--- config.mk ---
export PLATFORM = sky130hd
export DESIGN_NAME = vga_scene_ctrl
export DESIGN_NICKNAME = d
export VERILOG_FILES = /design/src/rtl/vga_scene_ctrl_pkg.sv /design/src/rtl/vga_frame_edge.sv /design/src/rtl/vga_scene_ctrl.sv
export SDC_FILE = /design/constraint.sdc
export NUM_CORES = 1
export LEC_CHECK = 0
export ABC_AREA = 1
export BUFFER_PORTS_ARGS = -buffer_cell sky130_fd_sc_hd__buf_2
export CORE_AREA = 2 2 67 94
export DETAILED_ROUTE_END_ITERATION = 6
export DIE_AREA = 0 0 69 96
export SLEW_MARGIN = 20
export SYNTH_ARGS = -nofsm -noshare
export SYNTH_HDL_FRONTEND = slang
export SYNTH_HIERARCHICAL = 1
export SYNTH_SLANG_ARGS = --single-unit
--- constraint.sdc ---
create_clock -name CLK_40M -period 2.2 [get_ports CLK_40M]
set_input_delay 0.66 -clock CLK_40M [delete_from_list [all_inputs] [get_ports CLK_40M]]
set_output_delay 0.66 -clock CLK_40M [all_outputs]
set_load 0.02 [all_outputs]
--- src/rtl/vga_scene_ctrl_pkg.sv ---
// -----------------------------------------------------------------------------
// vga_scene_ctrl_pkg
// Shared definitions for the VGA scene controller: scene encodings and the
// default pixel width (RGB 5-6-5).
// -----------------------------------------------------------------------------
package vga_scene_ctrl_pkg;

   localparam int RGB_W_DEF = 16;

   typedef enum logic [1:0] {
      SCN_START = 2'd0,
      SCN_PLAY  = 2'd1,
      SCN_END   = 2'd2
   } scene_t;

endpackage

--- src/rtl/vga_frame_edge.sv ---
// -----------------------------------------------------------------------------
// vga_frame_edge
// Detects the falling edge of the registered vertical sync and produces a
// one-cycle frame tick the cycle after the edge is sampled.
//
// Ports:
//   i_clk         pixel clock
//   i_rst         asynchronous active-high reset
//   i_vsync       vertical sync, low during the sync pulse
//   o_frame_tick  one-cycle pulse per frame
// -----------------------------------------------------------------------------
module vga_frame_edge (
   input  logic i_clk,
   input  logic i_rst,
   input  logic i_vsync,
   output logic o_frame_tick
);

   logic r_vsync_d;
   logic r_frame_tick;

   // The delay register resets high so a low sync at release is not seen as
   // an edge; only a genuine high-to-low transition produces a tick.
   // NOTE: sequential state uses non-blocking assignments so every register
   // samples the pre-edge values of the others, independent of block order.
   always_ff @(posedge i_clk or posedge i_rst) begin
      if (i_rst) begin
         r_vsync_d    <= 1'b1;
         r_frame_tick <= 1'b0;
      end else begin
         r_vsync_d    <= i_vsync;
         r_frame_tick <= r_vsync_d & ~i_vsync;
      end
   end

   assign o_frame_tick = r_frame_tick;

endmodule

--- src/rtl/vga_scene_ctrl.sv ---
// -----------------------------------------------------------------------------
// vga_scene_ctrl
// Frame-level scheduler for the 40 MHz VGA path of the snake game. Owns the
// scene state (start / play / end), applies scene changes only at frame
// boundaries, paces the game logic with frame and step ticks, and multiplexes
// the three scene pixel sources onto a registered RGB output.
//
// Ports:
//   CLK_40M     pixel clock
//   RST         asynchronous active-high reset
//   Vsync_sig   registered vertical sync, low during the sync pulse
//   Ready_sig   active-video flag aligned with the pixel sources
//   key_start   one-cycle debounced key pulse
//   game_over   one-cycle pulse from game logic
//   start_rgb   start-screen pixel
//   game_rgb    play-field pixel
//   end_rgb     end-screen pixel
//   scene       current scene (0 START, 1 PLAY, 2 END)
//   frame_tick  one-cycle pulse per frame
//   step_tick   one-cycle pulse every STEP_FRAMES frames in PLAY
//   game_rst    one-cycle pulse on entry to PLAY
//   vga_rgb     registered pixel output
// -----------------------------------------------------------------------------
module vga_scene_ctrl
   import vga_scene_ctrl_pkg::*;
#(
   parameter int RGB_W       = RGB_W_DEF,
   parameter int STEP_FRAMES = 8,
   parameter int END_HOLD    = 120
) (
   input  logic             CLK_40M,
   input  logic             RST,
   input  logic             Vsync_sig,
   input  logic             Ready_sig,
   input  logic             key_start,
   input  logic             game_over,
   input  logic [RGB_W-1:0] start_rgb,
   input  logic [RGB_W-1:0] game_rgb,
   input  logic [RGB_W-1:0] end_rgb,
   output logic [1:0]       scene,
   output logic             frame_tick,
   output logic             step_tick,
   output logic             game_rst,
   output logic [RGB_W-1:0] vga_rgb
);

   scene_t           r_scene;
   logic             r_start_pend;
   logic             r_over_pend;
   logic [7:0]       r_step_cnt;
   logic [7:0]       r_hold;
   logic             r_game_rst;
   logic [RGB_W-1:0] r_rgb;

   logic             w_frame_tick;
   logic             w_step_wrap;
   logic             w_step_tick;
   logic [RGB_W-1:0] w_pix;

   vga_frame_edge u_frame_edge (
      .i_clk        (CLK_40M),
      .i_rst        (RST),
      .i_vsync      (Vsync_sig),
      .o_frame_tick (w_frame_tick)
   );

   assign w_step_wrap = (r_step_cnt == 8'(STEP_FRAMES - 1));

   // Step tick must coincide with frame_tick, so it is decoded from registered
   // state in the frame_tick cycle; the frame that leaves PLAY gives no step.
   assign w_step_tick = w_frame_tick && (r_scene == SCN_PLAY) &&
                        !r_over_pend && w_step_wrap;

   // Scene FSM, step scheduler and request latching.
   always_ff @(posedge CLK_40M or posedge RST) begin
      if (RST) begin
         r_scene      <= SCN_START;
         r_start_pend <= 1'b0;
         r_over_pend  <= 1'b0;
         r_step_cnt   <= 8'd0;
         r_hold       <= 8'd0;
         r_game_rst   <= 1'b0;
      end else begin
         r_game_rst <= 1'b0;
         if (w_frame_tick) begin
            case (r_scene)
               SCN_START: begin
                  if (r_start_pend) begin
                     r_scene      <= SCN_PLAY;
                     r_game_rst   <= 1'b1;
                     r_start_pend <= 1'b0;
                     r_over_pend  <= 1'b0;
                     r_step_cnt   <= 8'd0;
                  end
               end
               SCN_PLAY: begin
                  r_start_pend <= 1'b0;  // keys are meaningless while playing
                  if (r_over_pend) begin
                     r_scene     <= SCN_END;
                     r_hold      <= 8'(END_HOLD);
                     r_over_pend <= 1'b0;
                     r_step_cnt  <= 8'd0;
                  end else if (w_step_wrap) begin
                     r_step_cnt <= 8'd0;
                  end else begin
                     r_step_cnt <= r_step_cnt + 8'd1;
                  end
               end
               SCN_END: begin
                  r_over_pend <= 1'b0;
                  if (r_hold != 8'd0) begin
                     // Keys during the hold period are dropped, not deferred.
                     r_hold       <= r_hold - 8'd1;
                     r_start_pend <= 1'b0;
                  end else if (r_start_pend) begin
                     r_scene      <= SCN_START;
                     r_start_pend <= 1'b0;
                  end
               end
               default: begin
                  r_scene    <= SCN_START;
                  r_step_cnt <= 8'd0;
               end
            endcase
         end
         // Placed after the FSM so a request arriving in the evaluation
         // cycle survives the clear and is served at the next frame.
         if (key_start) r_start_pend <= 1'b1;
         if (game_over) r_over_pend  <= 1'b1;
      end
   end

   // NOTE: every output of a combinational block gets a default first, so no
   // path leaves it unassigned and no latch is inferred.
   always_comb begin
      w_pix = '0;
      case (r_scene)
         SCN_START: w_pix = start_rgb;
         SCN_PLAY:  w_pix = game_rgb;
         SCN_END:   w_pix = end_rgb;
         default:   w_pix = '0;
      endcase
   end

   always_ff @(posedge CLK_40M or posedge RST) begin
      if (RST) begin
         r_rgb <= '0;
      end else begin
         r_rgb <= Ready_sig ? w_pix : '0;
      end
   end

   assign scene      = r_scene;
   assign frame_tick = w_frame_tick;
   assign step_tick  = w_step_tick;
   assign game_rst   = r_game_rst;
   assign vga_rgb    = r_rgb;

endmodule
==> flow_summary.toml, run 1 <==
[place]
pre_cts_slack_ps = 195.4
io_buffer_count = 74
gp_routability_congestion = 0.7698
hpwlAfterDp_mm = 3.842

[drt]
post_route_drc_violation_count = 0
drt_iter0_drc = 86
wire_per_inst_um = 11.12
antenna_left = 0
vias_per_cell = 4.622
dr_total_vias = 2103
drtPass1Iterations = 4
drt_wl_total_mm = 5.061

[timing]
grt_setup_unrepaired = "no"
finalSetupViolations = 0
final.period_utilization_pct = 95.38
hold_viol_final = 0
final.setup_skew_ps = 9.179
max-slew-margin-rel_pct = 59.35
report.final.slew_viol_count = 0
final_period_minus_worst_setup_slack_ps = 2098
max_slew.worst_pin.slew_ps = 609.1
achievable-frequency_mhz = 476.5
fin_ws_ps = 101.6

[clock_tree]
clockBufferDepth = 2
clockRootBuffer = "clkbuf_8"
clkTransAtPathRegs_ps = 80
numCtsBuffers = 5
clock_tree_from_tritoncts = "built"
cts_hold_repair.buffers = 0
cts-htree-levels = 2
clkSinkCount = 39
clk_latency_ps = 290

[die]
initial_core_util_pct = 38.61
die-height_um = 96
dieArea_um2 = 6624
die-width_um = 69
core_um2 = 5781
rows = 33
i_o_pin_count = 75

[global_route]
globalRoute.totalOverflow = 0
antenna_found_initial = 0
track_usage_pct = 15.88
first_pass_grt_wire_length_mm = 8.514
grt_max_degree = 38
number_of_global_route_vias_before_repair = 1958

[cells_and_area]
areaGrowthSynthToFinish_pct = 30.83
total_inserted_antenna_cells = 0
filler_cell_count = 578
finish.net_count = 447
post_route_cells_drive_above_1_share_pct = 31.17

[setup_path]
critical_path.endpoint_type = "primary output"
worst-setup-path-type = "flip-flop to primary output"
largest_fanout_on_the_critical_path = 4
critPathLaunchType = "flip-flop"
worst_ep_required_time_ps = 1540
crit_arrival_ps = 1440

[synthesis]
post_synth_inst_count = 298
synth.avg_cell_area_um2 = 7.490
synthesis.nets = 361
yosys_warnings = 6
seq_area_frac_synth_pct = 43.78
synth.lib_cells_used.distinct = 27
yosys_register_bits = 39
syn-cell-area_um2 = 2232

[pwr]
leakage_power_of_the_design_nw = 1.667
power_density_nw_per_um2 = 1098
vdd_drop_max_uv = 486.0
report.power.total_mw = 3.206

[outcome]
status = "finished, final reports clean"

[min_path]
hold_path_class = "input port to asynchronous set/reset pin"

[run]
maxCapViolCount = 0
## logic make-up (layout without fill, tap and decap cells)
kind of cell | count (synthesis) | count (layout) | synth area share, %
AOI/OAI and AO/OA | 20 | 20 | 4.653
xor gates and xnor gates | 2 | 2 | 0.7849
adders and majority gates | 9 | 9 | 5.045
buffers and inverters | 55 | 142 | 10.03
DFF | 39 | 39 | 43.78
muxes | 1 | 1 | 0.4484
and+or+nand+nor | 172 | 172 | 35.26
## registers in the layout, indices dropped and copies added (netlist names)
signal and cells:
r_step_cnt 8, r_start_pend 1, game_rst 1, scene 2, u_frame_edge/r_vsync_d 1, r_over_pend 1, r_hold 8, vga_rgb 16
u_frame_edge/o_frame_tick 1
## power breakdown
group	total, mW	leakage [nW]	switching (mW)	internal (mW)
sequential	1.02	0.504	0.113	0.902
combinational	1.50	1.10	0.958	0.538
clock	0.695	0.0654	0.241	0.453
## cells in the final DEF, fill, tap and decap left out, drive strengths merged
cell type and n:
nand2 108, buf 86, inv 48, dfrtp 38
nand3 36, nor2 24, o21ai 16, ha 9
clkbuf 6, a21oi 2, bufinv 2, nor3 2
xnor2 1, nor4 1, nand3b 1, mux2i 1
o21bai 1, xor2 1, o22ai 1, dfstp 1
## Yosys cell counts
library cell	instances	area, um^2
a21oi_1	2	10.01
buf_2	6	30.03
buf_6	1	11.26
dfrtp_1	38	950.9
dfstp_2	1	26.28
ha_1	9	112.6
inv_1	42	157.7
inv_2	5	18.77
inv_4	1	6.260
mux2i_1	1	10.01
nand2_1	105	394.1
nand2_2	2	12.51
nand2_4	1	11.26
nand3_1	33	165.2
nand3_4	3	52.55
nand3b_1	1	7.510
nor2_1	20	75.07
nor2_2	2	12.51
nor2_8	2	40.04
nor3_1	2	10.01
nor4_1	1	6.260
o21ai_0	8	40.04
o21ai_1	8	40.04
o21bai_1	1	7.510
o22ai_1	1	6.260
xnor2_1	1	8.760
xor2_1	1	8.760
## metal layers
metal	GRT usage, %	wire (um)	part of all wire (%)	vias to the layer above
met5	0	0	0	-
met4	6.536	85	1.7	0
met3	3.874	218	4.3	9
met2	29.17	2731	54	47
met1	17.60	2026	40	961
li1	-	-	-	1086
## final cells by class
cell class / instances / area, um^2 / share of cell area (%)
inverters: 48 / 182.7 / 6.255
well taps: 70 / 87.58 / 2.999
repair buffers: 86 / 462.9 / 15.85
flip-flops and latches: 39 / 978.4 / 33.50
multi-input cells: 204 / 1076 / 36.85
clock buffers: 6 / 72.57 / 2.485
clock inverters: 2 / 60.06 / 2.057
## stage by stage
stage                     cells  hold slack (ps)  utilization (%)  setup TNS (ps)  instance area, um^2
after floorplan             298            400.5                -               0                 2238
after global placement      440            463.7            46.58               0                 2693
after detailed placement    440            466.9            46.58               0                 2693
after CTS                   453            213.5            49.65          -53.31                 2870
after global routing        455            221.7            50.52               0                 2920
final                       455            223.4            50.52               0                 2920
## final timing paths
check	startpoint	endpoint	slack (ps)	cells past startpoint
hold / removal	RST	u_frame_edge/o_frame_tick$_DFF_PP0_	220	2
setup / recovery	scene[1]$_DFFE_PP0P_	step_tick	100	5
min in group CLK_40M	Vsync_sig	u_frame_edge/r_vsync_d$_DFF_PP1_	480	1
setup reg to reg	scene[0]$_DFFE_PP0P_	r_step_cnt[6]$_DFFE_PP0P_	520	7
hold reg to reg	u_frame_edge/r_vsync_d$_DFF_PP1_	u_frame_edge/o_frame_tick$_DFF_PP0_	490	2
max in group asynchronous	RST	scene[0]$_DFFE_PP0P_	1360	3
## worst max-delay path, cell delays in order, from the launching register on
cell,delay [ps]
dfrtp_1,400
inv_2,110
ha_4,150
inv_4,50
nor4_4,260
buf_4,180
## repair_timing
action                                 in CTS  in global routing
endpoints found under the hold margin       0                  0
gates resized for setup                     4                  7
buffers inserted                            5                  2
cloned                                      0                  0
pin swaps                                   3                  1
setup endpoints to repair                   1                  1
(Power assumes the default switching activity.)
==> run 2: changes to the inputs <==
--- a/config.mk
+++ b/config.mk
@@ -7,9 +7,11 @@
 export LEC_CHECK = 0
 export ABC_AREA = 1
 export BUFFER_PORTS_ARGS = -buffer_cell sky130_fd_sc_hd__buf_2
-export CORE_AREA = 2 2 67 94
+export CORE_AREA = 2 2 65 92
 export DETAILED_ROUTE_END_ITERATION = 6
-export DIE_AREA = 0 0 69 96
+export DIE_AREA = 0 0 67 94
+export PLACE_DENSITY = 0.67
+export SKIP_LAST_GASP = 1
 export SLEW_MARGIN = 20
 export SYNTH_ARGS = -nofsm -noshare
 export SYNTH_HDL_FRONTEND = slang
==> flow_summary.toml, run 2 (synthesis gave the netlist of run 1 again) <==
[drt]
post_route_drc_violation_count = 0
drt_wl_total_mm = 5.325
vias_per_cell = 4.640
drt_iter0_drc = 126
wire_per_inst_um = 11.83
dr_total_vias = 2088
antenna_left = 0
drtPass1Iterations = 4

[setup_path]
critPathLaunchType = "flip-flop"
critical_path.endpoint_type = "primary output"
cp_slowest_stage_delay_ps = 360
worst-setup-path-type = "flip-flop to primary output"
setup.reg_to_reg.worst_slack_ps = 430
worst_ep_required_time_ps = 1540
reg2regPathDepth = 7
crit_path_top_delay_cell = "dfrtp_1"
crit-reg2reg-launch = "scene[0]$_DFFE_PP0P_"
timing.rr.end = "r_step_cnt[6]$_DFFE_PP0P_"
crit_arrival_ps = 1510
worst_path_cell_chain = "ha_2, nand2_1, nor2_2, nand2_2, nor4_4, buf_4"
largest_fanout_on_the_critical_path = 3

[run]
maxCapViolCount = 0

[die]
die-width_um = 67
rows = 32
initial_core_util_pct = 40.99
core_um2 = 5445
die-height_um = 94
i_o_pin_count = 75
dieArea_um2 = 6298

[cells_and_area]
cell_area_after_layout_um2 = 2830
layout.core_utilization_pct = 51.98
total_inserted_antenna_cells = 0
layout_commonest_cell = "nand2_1"
largest_register_ffs = 16
filler_cell_count = 555
commonest_non_fill_non_tap_cells_in_the_layout = "104 x nand2_1, 73 x buf_2, 41 x inv_1"
finish.net_count = 444
post_route_cells_drive_above_1_share_pct = 29.84
areaGrowthSynthToFinish_pct = 26.79

[place]
hpwlAfterDp_mm = 4.007
gp_routability_congestion = 0.8005
placed_cell_area_um2 = 2698
io_buffer_count = 74

[clock_tree]
numCtsBuffers = 5
clockRootBuffer = "clkbuf_8"
cts-htree-levels = 2
cts_hold_repair.buffers = 0
clk_latency_ps = 290
clockBufferDepth = 2
clkSinkCount = 39
clkTransAtPathRegs_ps = 70
clock_tree_from_tritoncts = "built"

[global_route]
antenna_found_initial = 0
track_usage_pct = 18.05
grt_max_degree = 38
number_of_global_route_vias_before_repair = 2018
first_pass_grt_wire_length_mm = 8.687
globalRoute.totalOverflow = 0

[timing]
max-slew-margin-rel_pct = 67.56
hold_viol_final = 0
report.final.slew_viol_count = 0
finalSetupViolations = 0
final.setup_skew_ps = 7.117
grt_setup_unrepaired = "yes"
final.period_utilization_pct = 98.44
final_period_minus_worst_setup_slack_ps = 2166
achievable-frequency_mhz = 461.8
max_slew.worst_pin.slew_ps = 486.7

[pwr]
leakage_power_of_the_design_nw = 1.622
report.power.total_mw = 2.979
vdd_drop_max_uv = 474.6
power_density_nw_per_um2 = 1053

[outcome]
status = "finished, final reports clean"

[min_path]
hold_path_class = "input port to asynchronous set/reset pin"
[run 2: critical path, delay by kind of cell (launching register included)]
kind	cells	cell delay (ps)
simple gates	4	470
flops	1	360
fa+ha+maj	1	200
buf+inv	1	190
[run 2: worst max-delay path by stage]
| stage | to | depth (start not counted) | from | slack, ps |
|---|---|---|---|---|
| after CTS | step_tick | 6 | r_step_cnt[0]$_DFFE_PP0P_ | 3 |
| final | step_tick | 6 | r_step_cnt[0]$_DFFE_PP0P_ | 30 |
| after detailed placement | step_tick | 5 | scene[1]$_DFFE_PP0P_ | 180 |
| after global placement | step_tick | 5 | scene[1]$_DFFE_PP0P_ | 210 |
| after global routing | step_tick | 6 | r_step_cnt[0]$_DFFE_PP0P_ | -80 |
| after floorplan | step_tick | 5 | scene[1]$_DFFE_PP0P_ | 90 |
[run 2: area by class of cell]
type,instances,area [um^2],area share [%]
multi-input cells,204,1056,37.31
flip-flops and latches,39,977.2,34.53
repair buffers,83,440.4,15.56
inverters,48,182.7,6.454
well taps,68,85.08,3.006
clock buffers,5,68.82,2.431
clock inverters,3,20.02,0.7073
[run 2: power breakdown]
| group | total (mW) | switching [mW] | leakage (nW) | internal [mW] |
|---|---|---|---|---|
| Clock | 0.483 | 0.262 | 0.0402 | 0.221 |
| Combinational | 1.49 | 0.961 | 1.08 | 0.525 |
| Sequential | 1.01 | 0.110 | 0.505 | 0.900 |
[run 2: per-layer routing]
| metal | vias to the layer above | share of wire, % | global-route usage (%) |
|---|---|---|---|
| met5 | - | 0 | 0 |
| met4 | 0 | 3.4 | 8.503 |
| met3 | 14 | 4.3 | 3.837 |
| met2 | 56 | 51 | 29.62 |
| met1 | 941 | 41 | 22.15 |
| li1 | 1077 | - | - |
[run 2: repair_timing]
action / 4_1_cts / 5_1_grt
hold endpoints to repair: 0 / 0
endpoints found under the setup margin: 1 / 1
pin swaps: 0 / 0
buffers inserted: 3 / 0
resized for setup: 6 / 1
[run 2: stage by stage]
stage          setup TNS (ps)  std cells  worst slack [ps]  hold slack [ps]
2_1_floorplan               0        298             86.72            400.5
3_3_place_gp                0        439             210.8            461.0
3_5_place_dp                0        439             181.2            465.2
4_1_cts                     0        450             2.620            208.9
5_1_grt                -78.54        450            -78.54            210.0
6_report                    0        450             34.34            219.1
==> run 3: changes to the inputs <==
==> constraint.sdc (replaced) <==
create_clock -name CLK_40M -period 2.45 [get_ports CLK_40M]
set_input_delay 0.735 -clock CLK_40M [delete_from_list [all_inputs] [get_ports CLK_40M]]
set_output_delay 0.735 -clock CLK_40M [all_outputs]
set_load 0.02 [all_outputs]
==> flow_summary.toml, run 3 (synthesis gave the netlist of run 1 again) <==
[setup_path]
crit-reg2reg-launch = "scene[0]$_DFFE_PP0P_"
critical_path.endpoint_type = "primary output"
crit_arrival_ps = 1660
worst_path_cell_chain = "ha_4, nand2_2, nor2_1, nand2_1, nor4_2, buf_4"
worst-setup-path-type = "flip-flop to primary output"
critPathLaunchType = "flip-flop"
cp_slowest_stage_delay_ps = 430
crit_path_top_delay_cell = "dfrtp_1"
largest_fanout_on_the_critical_path = 3
setup.reg_to_reg.worst_slack_ps = 640
reg2regPathDepth = 7
worst_ep_required_time_ps = 1710
timing.rr.end = "r_step_cnt[6]$_DFFE_PP0P_"

[global_route]
track_usage_pct = 16.87
number_of_global_route_vias_before_repair = 1881
globalRoute.totalOverflow = 0
first_pass_grt_wire_length_mm = 8.079
grt_max_degree = 38
antenna_found_initial = 0

[drt]
drt_wl_total_mm = 4.999
drtPass1Iterations = 4
post_route_drc_violation_count = 0
antenna_left = 0
vias_per_cell = 4.676
dr_total_vias = 2095
drt_iter0_drc = 82
wire_per_inst_um = 11.16

[timing]
grt_setup_unrepaired = "yes"
achievable-frequency_mhz = 416.9
report.final.slew_viol_count = 0
final.period_utilization_pct = 97.89
final_period_minus_worst_setup_slack_ps = 2398
hold_viol_final = 0
max_slew.worst_pin.slew_ps = 988.0
finalSetupViolations = 0
fin_setup_tns_ps = 0
final.setup_skew_ps = 3.866
max-slew-margin-rel_pct = 33.89

[pwr]
pwr-share-seq_pct = 34.9
vdd_drop_max_uv = 465.0
p_switching_mw = 1.158
p_comb_share_pct = 49.3
power_density_nw_per_um2 = 931.4
netSwitchingFraction_pct = 44.25
report.power.total_mw = 2.617
p_int_mw = 1.459
leakage_power_of_the_design_nw = 1.608
clock_power_share_pct = 15.8

[cells_and_area]
commonest_non_fill_non_tap_cells_in_the_layout = "104 x nand2_1, 73 x buf_2, 41 x inv_1"
largest_register_ffs = 16
instances_no_fill = 448
post_route_cells_drive_above_1_share_pct = 28.95
total_inserted_antenna_cells = 0
areaGrowthSynthToFinish_pct = 25.90
finish.net_count = 442
layout_commonest_cell = "nand2_1"

[clock_tree]
numCtsBuffers = 5
cts_hold_repair.buffers = 0
clock_tree_from_tritoncts = "built"
clkTransAtPathRegs_ps = 70
clockRootBuffer = "clkbuf_8"
clockBufferDepth = 2
cts-htree-levels = 2
clkSinkCount = 39
clk_latency_ps = 290

[run]
maxCapViolCount = 0

[outcome]
status = "finished, final reports clean"

[place]
hpwlAfterDp_mm = 3.772
gp_routability_congestion = 0.8294
placedCellCount = 437
io_buffer_count = 74

[die]
die-width_um = 67
rows = 32
core_um2 = 5445
die-height_um = 94
dieArea_um2 = 6298
i_o_pin_count = 75
initial_core_util_pct = 40.99

[min_path]
hold_path_class = "input port to asynchronous set/reset pin"
-- run 3: cell count changes in the layout (fill, tap and decap cells not counted), sizes merged --
| cell | delta |
|---|---|
| clkbuf | +1 |
| clkinvlp | -1 |
| buf | -2 |
-- run 3: critical path, delay by kind of cell (launching register included) --
| family | cells | cell delay (ps) |
|---|---|---|
| adder cells (fa/ha/maj) | 1 | 170 |
| buffers and inverters | 1 | 200 |
| flip-flops | 1 | 430 |
| AND/OR/NAND/NOR | 4 | 580 |
-- run 3: final cells by class --
cell class	instances	area (um^2)
Clock buffer	6	72.57
Clock inverter	2	12.51
Fill cell	559	2635
Inverter	48	182.7
Multi-Input combinational cell	204	1055
Sequential cell	39	977.2
Tap cell	68	85.08
Timing Repair Buffer	81	425.4
-- run 3: worst max path at each step --
stage                                          from   endpoint  slack [ps]  cells past startpoint
after floorplan                scene[1]$_DFFE_PP0P_  step_tick          40                      5
after global placement         scene[1]$_DFFE_PP0P_  step_tick         330                      5
after detailed placement       scene[1]$_DFFE_PP0P_  step_tick         290                      5
after CTS                      scene[1]$_DFFE_PP0P_  step_tick          50                      5
after global routing      r_step_cnt[0]$_DFFE_PP0P_  step_tick         -30                      6
final                     r_step_cnt[0]$_DFFE_PP0P_  step_tick          50                      6
-- run 3: per-stage QoR --
step	setup slack, ps	instance area [um^2]	hold slack, ps	utilization, %
after floorplan	43.40	2232	456.2	-
after global routing	-29.32	2810	288.5	51.61
after CTS	45.10	2768	286.1	50.83
after detailed placement	287.8	2676	473.0	49.15
after global placement	332.3	2676	464.7	49.15
final	51.59	2810	296.5	51.61
-- run 3: layer usage --
metal | GRT usage (%) | share of wire (%)
met5 | 0 | 0
met4 | 6.633 | 1.6
met3 | 3.957 | 4.0
met2 | 28.14 | 53
met1 | 20.63 | 41
-- run 3: repair_timing --
item | 4_1_cts | 5_1_grt
pin swaps | 0 | 3
gates resized for setup | 1 | 6
setup buffers | 0 | 3
endpoints found under the setup margin | 1 | 1
-- run 3: power by group through the flow --
stage / sequential, mW / combinational, mW / clock (mW)
final: 0.913 / 1.29 / 0.414
after global routing: 0.937 / 1.49 / 0.459
after CTS: 0.912 / 1.31 / 0.431
after detailed placement: 0.922 / 1.30 / 0
after global placement: 0.916 / 1.29 / 0
after floorplan: 1.04 / 0.825 / 0
